$ cat config.mk
export PLATFORM = sky130hd
export DESIGN_NAME = instr_fetch
export DESIGN_NICKNAME = d
export VERILOG_FILES = /design/src/rtl/riscv_pkg.sv /design/src/rtl/fetch_fifo.sv /design/src/rtl/instr_fetch.sv
export SDC_FILE = /design/constraint.sdc
export NUM_CORES = 1
export LEC_CHECK = 0
export CAP_MARGIN = 20
export CORE_MARGIN = 4
export CORE_UTILIZATION = 50
export DETAILED_ROUTE_END_ITERATION = 16
export GPL_ROUTABILITY_DRIVEN = 0
export PLACE_DENSITY = 0.89
export SETUP_SLACK_MARGIN = 0.1
export SYNTH_ARGS = -nofsm -noshare
export SYNTH_HDL_FRONTEND = slang
export SYNTH_SLANG_ARGS = --single-unit
$ cat constraint.sdc
create_clock -name clk -period 6.65 [get_ports clk]
set_clock_uncertainty 0.05 [all_clocks]
set_input_delay 1.6625 -clock clk [delete_from_list [all_inputs] [get_ports clk]]
set_output_delay 1.6625 -clock clk [all_outputs]
set_load 0.03 [all_outputs]
$ cat src/rtl/riscv_pkg.sv
// riscv_pkg: shared fetch-stage widths, buffer entry layout and FSM states
package riscv_pkg;
    localparam int DEFAULT_PC_WIDTH    = 32;
    localparam int DEFAULT_INSTR_WIDTH = 32;
    typedef struct packed {
        logic [DEFAULT_PC_WIDTH-1:0]    pc;
        logic [DEFAULT_INSTR_WIDTH-1:0] instr;
        logic                           err;
    } fetch_entry_t;
    typedef enum logic [1:0] {IDLE, FETCH, DRAIN} fetch_state_t;
endpackage

$ cat src/rtl/fetch_fifo.sv
// fetch_fifo: synchronous power-of-two FIFO with clear; simultaneous push/pop legal even when full
module fetch_fifo #(
    parameter int WIDTH = 32,
    parameter int DEPTH = 2,
    localparam int AW = $clog2(DEPTH),
    localparam int CW = $clog2(DEPTH + 1)
) (
    input  logic             clk,
    input  logic             rst,
    input  logic             clear,
    input  logic             push,
    input  logic             pop,
    input  logic [WIDTH-1:0] din,
    output logic [WIDTH-1:0] dout,
    output logic [CW-1:0]    count
);
    logic [WIDTH-1:0] mem [DEPTH];
    logic [AW-1:0]    wptr, rptr;
    always_ff @(posedge clk) begin
        if (rst || clear) begin
            wptr  <= '0;
            rptr  <= '0;
            count <= '0;
        end else begin
            wptr  <= wptr + AW'(push);
            rptr  <= rptr + AW'(pop);
            count <= count + CW'(push) - CW'(pop);
        end
    end
    always_ff @(posedge clk) begin
        if (push) mem[wptr] <= din;
    end
    assign dout = mem[rptr];
endmodule

$ cat src/rtl/instr_fetch.sv
// instr_fetch: reserving fetch unit with tag queue, flush drain and optional INSTR_FETCH_MISALIGN_CHECK_EN error flag
module instr_fetch
    import riscv_pkg::*;
#(
    parameter int PC_WIDTH    = DEFAULT_PC_WIDTH,
    parameter int INSTR_WIDTH = DEFAULT_INSTR_WIDTH,
    parameter int FIFO_DEPTH  = 2
) (
    input  logic                   clk,
    input  logic                   rst,
    input  logic [PC_WIDTH-1:0]    pc_in,
    output logic                   pc_advance,
    input  logic                   flush,
    output logic                   imem_req,
    output logic [PC_WIDTH-1:0]    imem_addr,
    input  logic                   imem_gnt,
    input  logic                   imem_rvalid,
    input  logic [INSTR_WIDTH-1:0] imem_rdata,
    output logic                   instr_valid,
    input  logic                   instr_ready,
    output logic [INSTR_WIDTH-1:0] instr,
    output logic [PC_WIDTH-1:0]    instr_pc,
    output logic                   instr_err
);
    localparam int CW = $clog2(FIFO_DEPTH + 1);
    fetch_state_t        state, state_next;
    logic [CW-1:0]       outstanding, discard_cnt, discard_next, fifo_count, tag_count;
    logic [PC_WIDTH-1:0] tag_pc;
    logic                rsp, keep, tag_pop;
`ifdef INSTR_FETCH_MISALIGN_CHECK_EN
    localparam int DW = PC_WIDTH + INSTR_WIDTH + 1;
    logic [DW-1:0] push_din, head;
    assign push_din  = {tag_pc, imem_rdata, tag_pc[1:0] != 2'b00};
    assign instr_err = instr_valid && head[0];
`else
    localparam int DW = PC_WIDTH + INSTR_WIDTH;
    logic [DW-1:0] push_din, head;
    assign push_din  = {tag_pc, imem_rdata};
    assign instr_err = 1'b0;
`endif
    // responses with nothing outstanding are strays (e.g. from before reset) and are ignored
    assign rsp        = imem_rvalid && outstanding != '0;
    assign keep       = rsp && state == FETCH && !flush;
    assign tag_pop    = keep && tag_count != '0;
    assign imem_addr  = pc_in;
    // reserve a buffer slot for every in-flight request so the FIFO can never overflow
    assign imem_req   = !rst && !flush && state == FETCH &&
                        ({1'b0, fifo_count} + {1'b0, outstanding} < (CW+1)'(FIFO_DEPTH));
    assign pc_advance = imem_req && imem_gnt;
    assign instr_valid = !rst && fifo_count != '0 && state != DRAIN;
    assign instr_pc    = instr_valid ? head[DW-1 -: PC_WIDTH] : '0;
    assign instr       = instr_valid ? head[DW-PC_WIDTH-1 -: INSTR_WIDTH] : '0;
    always_comb begin
        discard_next = discard_cnt;
        if (flush) discard_next = outstanding - CW'(rsp);
        else if (state == DRAIN && rsp) discard_next = discard_cnt - CW'(1);
        state_next = state == IDLE ? FETCH : (discard_next != '0 ? DRAIN : FETCH);
    end
    always_ff @(posedge clk) begin
        if (rst) begin
            state       <= IDLE;
            outstanding <= '0;
            discard_cnt <= '0;
        end else begin
            state       <= state_next;
            outstanding <= outstanding + CW'(pc_advance) - CW'(rsp);
            discard_cnt <= discard_next;
        end
    end
    fetch_fifo #(.WIDTH(PC_WIDTH), .DEPTH(FIFO_DEPTH)) tag_q (
        .clk   (clk),
        .rst   (rst),
        .clear (flush),
        .push  (pc_advance),
        .pop   (tag_pop),
        .din   (pc_in),
        .dout  (tag_pc),
        .count (tag_count)
    );
    fetch_fifo #(.WIDTH(DW), .DEPTH(FIFO_DEPTH)) data_q (
        .clk   (clk),
        .rst   (rst),
        .clear (flush),
        .push  (keep),
        .pop   (instr_valid && instr_ready),
        .din   (push_din),
        .dout  (head),
        .count (fifo_count)
    );
endmodule

==> out/results.tsv <==
stage	metric	value	unit
setup_path	path_delay_family	buffers and inverters	
timing	fmax	0.171	GHz
drt	viasPerCell	5.14	
setup_path	crit_required	4.94	ns
timing	slew_headroom	34.0	%
logic_synthesis	ys_seq_area_share	74.0	%
clocking	cts_max_path_buffers	3	
min_path	holdPathStages	2	
placed_design	dpl.cell_count	834	
drt	dr_total_vias	4475	
setup_path	critPathLaunchType	input pin	
clocking	clkSlewWorstSetupHoldPaths	0.06	ns
drt	drtPass1Iterations	4	
logic_synthesis	synth_edf_count	192	
placed_design	post-dp-hpwl	9680	um
placed_design	place_area	0.00984	sq mm
floorplan	row_count	46	
timing	finalHoldViolCount	0	
layout	fin_area	0.0105	sq mm
timing	hold_ws	0.512	ns
power_and_ir_drop	internal_power	2.22	mW
timing	post-route-period-util	88.2	%
power_and_ir_drop	clkPwrFrac	37.7	%
setup_path	cp.arrival	4.15	ns
floorplan	die-area	0.0185	sq mm
logic_synthesis	syn_area_per_cell	16.3	sq um
layout	n_antenna_cell	0	
setup_path	cp_num_buf_inv	3	
floorplan	start_util	51.3	%
timing	tightest_slew	0.987	ns
floorplan	ios	170	
power_and_ir_drop	swShare	22.1	%
placed_design	io_buffer_count	168	
drt	drtAntennaViolNets	0	
clocking	clk_latency	0.48	ns
setup_path	path_depth	6	
logic_synthesis	yosys_register_bits	206	
setup_path	crit_chain	clkdlybuf4s50_1 > o21bai_1 > nand2b_2 > buf_4 > nor2_1 > clkdlybuf4s50_1	
timing	period_minus_slack	5.87	ns
clocking	cts_root_buf	clkbuf_16	
global_routing	globalRouteOverflowTotal	0	
clocking	hold_buffers	0	
clocking	htree_levels	1	
layout	seqCellArea	0.00605	sq mm
floorplan	dieWidth	136	um
floorplan	core_area	0.0159	sq mm
drt	drc	0	
setup_path	crit_path_end_kind	output port	
logic_synthesis	syn_inst	502	
clocking	cts_tree	yes	
drt	wl_per_cell	17.8	um
clocking	cts_resized	0	
logic_synthesis	synth_top_flop_cell	edfxtp_1	
power_and_ir_drop	power.leakage	3.35	nW
logic_synthesis	yosysWarnings	0	
layout	stdcell_count	871	
timing	maxSlewViolCount	0	
drt	drt_iter0_drc	205	
clocking	cts_made_buffers	21	
timing	rsz0062_at_grt	no	
global_routing	grt_pass1_vias	4775	
logic_synthesis	synth_fp_nets	581	
layout	multi_input_area	0.00178	sq mm
drt	routed_wl	15500	um
layout	drive_above_1_share	10.7	%
layout	fillers	1068	
logic_synthesis	syn-cell-area	0.00817	sq mm
setup_path	worst-path-max-fanout	31	
run	max_cap_viol_count	0	
power_and_ir_drop	p_per_area	271	mW/mm^2
setup_path	max_stage_delay	0.71	ns
global_routing	grt_use_total	16.5	%
setup_path	critical_path_class	in -> out	
layout	nets	721	
setup_path	crit_top_cell	clkdlybuf4s50_1	
power_and_ir_drop	combPwrFrac	9.6	%
global_routing	antenna_found_initial	0	
power_and_ir_drop	irDropWorstVdd	0.199	mV
power_and_ir_drop	power_switching	0.628	mW
setup_path	worst-r2r-cell-count	6	
clocking	cts_setup_buffers	0	
setup_path	critPathSlowestCell	clkdlybuf4s50_1	
logic_synthesis	async_flop_share	0	%
timing	finalSetupViolCount	0	
global_routing	grt_first_pass_wirelength	24000	um
global_routing	grt_max_degree	67	
run_status	status	completed	
floorplan	die_y	136	um
min_path	min_path_type	reg -> reg	
clocking	clock_sinks	206	
layout	area_growth	28.5	%
timing	setup-tns-final	0	ns
logic_synthesis	yosysUniqueCellTypes	39	
power_and_ir_drop	seqPwrFrac	52.7	%
## synthesized netlist by cell type, drive strengths merged, types with 2 or more instances
library cell	number	area, sq um
dfxtp	14	280
nand2b	3	18.8
mux2	32	360
and2	3	18.8
or3	3	18.8
nor3	8	40.0
clkbuf	7	26.3
or4b	3	30.0
ha	8	100
inv	13	48.8
o21ai	3	15.0
buf	47	314
o31a	3	26.3
nor2	73	274
o21a	2	15.0
mux2i	65	651
edfxtp	192	5770
xnor2	2	17.5
a21oi	4	20.0
## final timing paths
kind	from	to	slack, ns
worst max-delay path	rst	instr[17]	0.78
worst min-delay path	data_q.count[1]$_SDFF_PP0_	data_q.count[1]$_SDFF_PP0_	0.51
worst max register to register	data_q.count[0]$_SDFF_PP0_	tag_q.mem[0][26]$_DFFE_PP_	3.90
worst min register to register	data_q.count[1]$_SDFF_PP0_	data_q.count[1]$_SDFF_PP0_	0.51
## power groups by stage
stage	clock network (mW)	registers (mW)	logic, mW
6_report	1.07	1.50	0.273
5_1_grt	1.16	1.50	0.299
4_1_cts	1.11	1.50	0.274
3_5_place_dp	0	1.53	0.272
3_3_place_gp	0	1.52	0.253
2_1_floorplan	0	1.52	0.164
## stage by stage
step | power [mW] | utilization [%] | setup slack (ns)
2_1_floorplan | 1.69 | - | 1.97
3_3_place_gp | 1.77 | 61.7 | 0.953
3_5_place_dp | 1.80 | 61.7 | 0.814
4_1_cts | 2.88 | 65.7 | 0.798
5_1_grt | 2.96 | 65.9 | 0.702
6_report | 2.85 | 65.9 | 0.785
## tightest hold or removal path, delay by kind of cell (launching register included)
family	cells	cell delay (ns)
flip-flops	1	0.35
AND/OR/NAND/NOR	2	0.17
## routing by layer
metal	global-route usage, %	vias to the layer above	part of all wire (%)
li1	-	2111	-
met1	19.2	2182	40
met2	30.6	153	52
met3	4.03	29	6.3
met4	4.20	0	2.0
met5	0	-	0
## placed cells by master, fill, tap and decap left out, types with 2 or more instances in the layout
cell and instances:
o21a_1 2, inv_1 13, mux2_2 32, xnor2_1 2, clkdlybuf4s50_1 168, buf_4 2, nand2b_1 2, and2_1 3
clkinvlp_4 2, mux2i_1 65, a21oi_1 4, clkbuf_16 21, clkbuf_1 5, or4b_1 3, ha_4 2, nor2_1 72
o31a_1 3, dfxtp_1 12, edfxtp_1 192, ha_1 5, or3_1 3, nor3_1 8, o21ai_0 2, clkinv_1 4
## cell families after synthesis
logic type                 count (synthesis)  share of synthesized area, %
DFF                                      206                          74.0
and+or+nand+nor                          100                          5.43
muxes                                     97                          12.4
buffers and inverters                     67                          4.76
AOI/OAI and AO/OA                         19                          1.62
adders and majority gates                  9                          1.47
xor gates and xnor gates                   3                         0.322
other                                      1                        0.0459
## final cells by class
cell class                 count  area share (%)
clock buffer                  26            5.18
clock inverter                10           0.810
inverter                      13           0.465
multi-input combinational    229            16.9
sequential                   206            57.6
tap                          216            2.57
timing repair buffer         171            16.4
## sequential cells by signal (all words and copies together) (netlist names)
| register | count |
|---|---|
| data_q.mem | 128 |
| tag_q.mem | 64 |
| data_q.count | 2 |
| discard_cnt | 2 |
| outstanding | 2 |
| state | 2 |
| tag_q.count | 2 |
| data_q.rptr | 1 |
| data_q.wptr | 1 |
| tag_q.rptr | 1 |
| tag_q.wptr | 1 |
(Power assumes the default switching activity.)
